### src/rtl/uart_tx_fifo.sv
// Buffered 8N1 UART transmitter: a byte FIFO feeding a serialiser clocked by an
// internally generated 16x oversample tick. Bits go out LSB first, idle line high.
module uart_tx_fifo #(
    parameter int unsigned DBIT    = 8,
    parameter int unsigned SB_TICK = 16,
    parameter int unsigned DVSR    = 163,
    parameter int unsigned FIFO_AW = 4
) (
    input  logic            clk,
    input  logic            reset_n,
    input  logic            wr_en,
    input  logic [DBIT-1:0] wr_data,
    output logic            full,
    output logic            empty,
    output logic            tx,
    output logic            tx_busy
);

    localparam int unsigned DEPTH   = 2 ** FIFO_AW;
    localparam int unsigned CNTW    = FIFO_AW + 1;
    localparam int unsigned CW      = (DVSR > 1) ? $clog2(DVSR) : 1;
    localparam int unsigned NW      = (DBIT > 1) ? $clog2(DBIT) : 1;
    localparam int unsigned SW      = 5;
    localparam int unsigned OS_LAST = 15;

    typedef enum logic [1:0] {
        IDLE  = 2'd0,
        START = 2'd1,
        DATA  = 2'd2,
        STOP  = 2'd3
    } state_t;

    // ------------------------------------------------------------------
    // FIFO
    // ------------------------------------------------------------------
    logic [DBIT-1:0]    mem [DEPTH];
    logic [FIFO_AW-1:0] wr_ptr;
    logic [FIFO_AW-1:0] rd_ptr;
    logic [CNTW-1:0]    count;
    logic [CNTW-1:0]    count_next;
    logic               push_c;
    logic               pop_c;

    // A push is judged only against the registered full flag, so a pop in
    // the same cycle never makes room for it.
    assign push_c = wr_en && !full;

    // Occupancy after this cycle's push/pop.
    always_comb begin
        count_next = count;
        unique case ({push_c, pop_c})
            2'b10:   count_next = count + CNTW'(1);
            2'b01:   count_next = count - CNTW'(1);
            default: count_next = count;
        endcase
    end

    // Storage array; contents are meaningless once pointers are reset.
    always_ff @(posedge clk) begin
        if (push_c) begin
            mem[wr_ptr] <= wr_data;
        end
    end

    // Pointers, occupancy and registered full/empty flags.
    always_ff @(posedge clk or negedge reset_n) begin
        if (!reset_n) begin
            wr_ptr <= '0;
            rd_ptr <= '0;
            count  <= '0;
            full   <= 1'b0;
            empty  <= 1'b1;
        end else begin
            if (push_c) begin
                wr_ptr <= wr_ptr + FIFO_AW'(1);
            end
            if (pop_c) begin
                rd_ptr <= rd_ptr + FIFO_AW'(1);
            end
            count <= count_next;
            full  <= (count_next == CNTW'(DEPTH));
            empty <= (count_next == '0);
        end
    end

    // ------------------------------------------------------------------
    // Oversample tick generator
    // ------------------------------------------------------------------
    state_t          state;
    state_t          state_next;
    logic [CW-1:0]   tcnt;
    logic            tick_c;

    assign tick_c = (state != IDLE) && (tcnt == CW'(DVSR - 1));

    // Held at zero while idle so every frame starts on a fresh bit boundary.
    always_ff @(posedge clk or negedge reset_n) begin
        if (!reset_n) begin
            tcnt <= '0;
        end else if ((state == IDLE) || tick_c) begin
            tcnt <= '0;
        end else begin
            tcnt <= tcnt + CW'(1);
        end
    end

    // ------------------------------------------------------------------
    // Serialiser FSM
    // ------------------------------------------------------------------
    logic [SW-1:0]   s;
    logic [SW-1:0]   s_next;
    logic [NW-1:0]   n;
    logic [NW-1:0]   n_next;
    logic [DBIT-1:0] b;
    logic [DBIT-1:0] b_next;
    logic            tx_next_c;

    // Next-state, datapath and line-level decode.
    always_comb begin
        state_next = state;
        s_next     = s;
        n_next     = n;
        b_next     = b;
        pop_c      = 1'b0;
        tx_next_c  = 1'b1;
        unique case (state)
            IDLE: begin
                tx_next_c = 1'b1;
                if (!empty) begin
                    pop_c      = 1'b1;
                    b_next     = mem[rd_ptr];
                    s_next     = '0;
                    state_next = START;
                end
            end
            START: begin
                tx_next_c = 1'b0;
                if (tick_c) begin
                    if (s == SW'(OS_LAST)) begin
                        s_next     = '0;
                        n_next     = '0;
                        state_next = DATA;
                    end else begin
                        s_next = s + SW'(1);
                    end
                end
            end
            DATA: begin
                tx_next_c = b[0];
                if (tick_c) begin
                    if (s == SW'(OS_LAST)) begin
                        s_next = '0;
                        b_next = b >> 1;
                        if (n == NW'(DBIT - 1)) begin
                            state_next = STOP;
                        end else begin
                            n_next = n + NW'(1);
                        end
                    end else begin
                        s_next = s + SW'(1);
                    end
                end
            end
            STOP: begin
                tx_next_c = 1'b1;
                if (tick_c) begin
                    if (s == SW'(SB_TICK - 1)) begin
                        s_next     = '0;
                        state_next = IDLE;
                    end else begin
                        s_next = s + SW'(1);
                    end
                end
            end
            default: begin
                state_next = IDLE;
            end
        endcase
    end

    // State and datapath registers; tx lags the state by one clock.
    always_ff @(posedge clk or negedge reset_n) begin
        if (!reset_n) begin
            state   <= IDLE;
            s       <= '0;
            n       <= '0;
            b       <= '0;
            tx      <= 1'b1;
            tx_busy <= 1'b0;
        end else begin
            state   <= state_next;
            s       <= s_next;
            n       <= n_next;
            b       <= b_next;
            tx      <= tx_next_c;
            tx_busy <= (state_next != IDLE);
        end
    end

endmodule

### config.mk
export PLATFORM = sky130hd
export DESIGN_NAME = uart_tx_fifo
export DESIGN_NICKNAME = d
export VERILOG_FILES = /design/src/rtl/uart_tx_fifo.sv
export SDC_FILE = /design/constraint.sdc
export NUM_CORES = 1
export LEC_CHECK = 0
export ABC_AREA = 1
export BUFFER_PORTS_ARGS = -buffer_cell sky130_fd_sc_hd__buf_4
export CORE_UTILIZATION = 26
export DETAILED_ROUTE_END_ITERATION = 8
export GPL_TIMING_DRIVEN = 0
export PLACE_DENSITY_LB_ADDON = 0.1
export SYNTH_ARGS = -nofsm -noshare
export SYNTH_HDL_FRONTEND = slang
export SYNTH_SLANG_ARGS = --single-unit
### constraint.sdc
create_clock -name clk -period 4.55 [get_ports clk]
set_clock_uncertainty 0.15 [all_clocks]
set_input_delay 0.6825 -clock clk [delete_from_list [all_inputs] [get_ports clk]]
set_output_delay 0.6825 -clock clk [all_outputs]
set_load 0.02 [all_outputs]
==> summary.md <==
| Metric | Value |
|---|---|
| RSZ-0062 raised after global routing | no |
| Cells after DPL | 1083 |
| Count of nets after finishing | 752 |
| Core area | 28000 sq um |
| Hold WC Path Type | in2async |
| Lkg Pwr | between 3 and 4 nW |
| DRC violations left | 0 |
| WP data required | approximately 4800 ps |
| Synth Instances | 691 |
| Minimum clock period after layout | 3210 ps |
| Sw power | 2.24 mW |
| Vias per cell | around 4.5 |
| Slew headroom | 34.5% |
| CTS tree | yes |
| Status | finished, final reports clean |
| Layout cell share with drive strength beyond 1 | 12.8% |
| Die width | 171 microns |
| Vias | 5027 |
| Endpoints failing setup | 0 |
| Final GP Congestion | 0.773 |
| Number of global-route vias before repair | 4998 |
| Post-synth EDFFs | 128 |
| Critical path class | reg2reg |
| I/O pins | 15 |
| Max Slew Vio Count | 0 |
| Most numerous cell in the Yosys netlist | nand2_1 |
| Library cells used by synthesis | 39 |
| Post-synth net total | ~700 |
| Die height | 171 microns |
| 1st-pass router iterations | 5 |
| Area Growth Syn to Fin | 15.5% |
| Synth Warn # | 0 |
| Root buffer cell | clkbuf_16 |
| Final worst setup slack | 1340 ps |
| Hold-fix buffers, CTS | 0 |
| # Post-CTS Setup Buffers | 0 |
| Slew @ Worst Pin | 979 ps |
| Logic pwr share | between 30% and 40% |
| Post-synthesis async set-or-reset flop share | 25.1% |
| P_int | roughly 3.3 mW |
| Area share of the largest cell type after synthesis | a little over 50% |
| Commonest cells post-synth | 159 x nand2_1, 128 x edfxtp_1, 101 x nor2_1, 46 x nand3_1, 41 x dfrtp_1 |
| Peak Freq | 312 MHz |
| CP Max Fanout | 10 |
| Pin count of the biggest net entering global routing | 44 |
| Finished Layout Cells | 1114 |
| Final Hold Fails | 0 |
| Die footprint | between 20000 and 30000 sq um |
| Sw frac | 40.4% |
| Pwr Total | 5.55 mW |
| Peak supply drop | 330 uV |
| Top area cells in the synthesized netlist | edfxtp_1 51%, dfrtp_1 14%, nand2_1 8.0% |
| Clock Path Buffers | 2 |
| Element type at the critical path end | flip-flop |
| Final TNS setup | 0 ps |
| Reg clk slew, reported paths | 70 ps |
| Flop pwr share | a little under two fifths |
| CTS buffer count | 17 |
| CTS H-tree lvls | 4 |
| Post-synthesis sequential area ratio | 65.9% |
| Final ANT Viol Nets | 0 |
| Initial drt markers | 394 |
| GRT Overall Usage | between 10 and 15% |
| Power per cell area | 643 nW/um^2 |
| Ant. Diodes | 0 |
| Grt total ovfl | 0 |
| Clock sinks | 171 |
| Synthesized area | around 7500 sq um |
| Placed cell areas | ~8000 sq um |
| PortBufs | 14 |
| Antenna violations before repair | 0 |
| First-pass GRT wire length | 31300 microns |
| Clock group share of total power | 26.3% |
| Ratio of final minimum period to clock period | 70.5% |
| WL final | 20600 microns |
| Rows | slightly above 60 |
| Clock latency on the worst-skew pair | 440 ps |
| HPWL Detailed | 13900 microns |
| Register bit total from synthesis | 171 |
| Critical path startpoint category | flip-flop |
| Wire length per cell | 18.5 microns |
| Pre-CTS WS | 1310 ps |
| Post-CTS sizing | 0 |
| Max-cap viol count | 0 |
| Ys flop type | edfxtp_1 |
| Final instance area | 8630 sq um |
| Data arrival time of the critical path | 3420 ps |
| Initial core utilization | 26.7% |
| Yosys top cell by area | edfxtp_1 |
| Syn Area/Cell | 10.8 sq um |
==> final timing paths <==
| path | endpoint | depth (start not counted) | startpoint | slack [ps] |
|---|---|---|---|---|
| hold / removal | tcnt[2]$_DFF_PN0_ | 1 | reset_n | 90 |
| max in group asynchronous | tx$_DFF_PN1_ | 1 | reset_n | 3750 |
| setup reg to reg | empty$_DFF_PN1_ | 15 | state[1]$_DFF_PN0_ | 1340 |
| setup / recovery | empty$_DFF_PN1_ | 15 | state[1]$_DFF_PN0_ | 1340 |
| hold reg to reg | b[0]$_DFFE_PN0P_ | 2 | b[0]$_DFFE_PN0P_ | 330 |
| min in group clk | b[0]$_DFFE_PN0P_ | 2 | b[0]$_DFFE_PN0P_ | 330 |
==> placed cells by master (no fill, tap or decap), drive strengths merged <==
cell type,count
nand2,162
edfxtp,128
nor2,107
o21ai,50
nand3,49
inv,43
dfrtp,41
buf,35
a21oi,29
clkbuf,21
ha,17
o211ai,16
xor2,8
nand4,6
clkinv,4
nor3b,3
clkinvlp,3
nor3,2
or2,2
o31ai,2
dfstp,2
o21bai,1
nand3b,1
xnor2,1
a31oi,1
o21a,1
bufinv,1
==> final cells by class <==
cell class	instances	area [sq um]
multi-input cells	458	2250
fillers	2887	19400
flip-flops and latches	171	4920
well taps	378	473
plain buffers	25	156
inverters	37	144
repair buffers	14	105
clock inverters	14	155
clock buffers	17	425
==> per-stage QoR <==
step | hold slack, ps | util (%)
after floorplan | 237 | -
after global placement | 315 | 28.7
after detailed placement | 320 | 28.7
after CTS | 111 | 30.8
after global routing | 133 | 30.8
final | 85.2 | 30.8
==> logic make-up after synthesis <==
family | count (synthesis) | synth area share, %
AO/OA/AOI/OAI | 100 | 7.44
flip-flops | 171 | 65.9
buffers and inverters | 62 | 4.02
AND/OR/NAND/NOR | 332 | 18.7
XOR/XNOR | 9 | 1.06
adder cells (fa/ha/maj) | 17 | 2.85
==> per-layer routing <==
layer | vias up | track usage [%] | part of all wire [%]
li1 | 2430 | - | -
met1 | 2478 | 20.3 | 48
met2 | 99 | 23.8 | 46
met3 | 20 | 3.04 | 3.8
met4 | 0 | 5.05 | 1.6
met5 | - | 0 | 0
==> worst max-delay path: stages (launching register included) <==
cell and delay, ps:
dfrtp_1 450, inv_1 120, ha_1 250, inv_2 60, clkbuf_4 190, nor2_2 350, ha_1 350, nor2_1 80
nor2_1 140, ha_1 240, nand2_1 60, nand2_1 50, or2_2 290, nor2_1 120, nand3_1 110, nor2_1 110
==> sequential cells by signal, summed over array words and instances (netlist names) <==
register	cells
b	8
count	5
empty	1
full	1
mem	128
n	3
rd_ptr	4
s	5
state	2
tcnt	8
tx	1
tx_busy	1
wr_ptr	4
==> power by group through the flow <==
stage	Clock, mW	Combinational, mW	Sequential [mW]
3_5_place_dp	0	2.04	2.10
2_1_floorplan	0	1.29	2.08
4_1_cts	1.50	2.04	2.07
5_1_grt	1.55	2.26	2.09
6_report	1.46	2.02	2.07
3_3_place_gp	0	2.02	2.10
(Power assumes the default switching activity.)
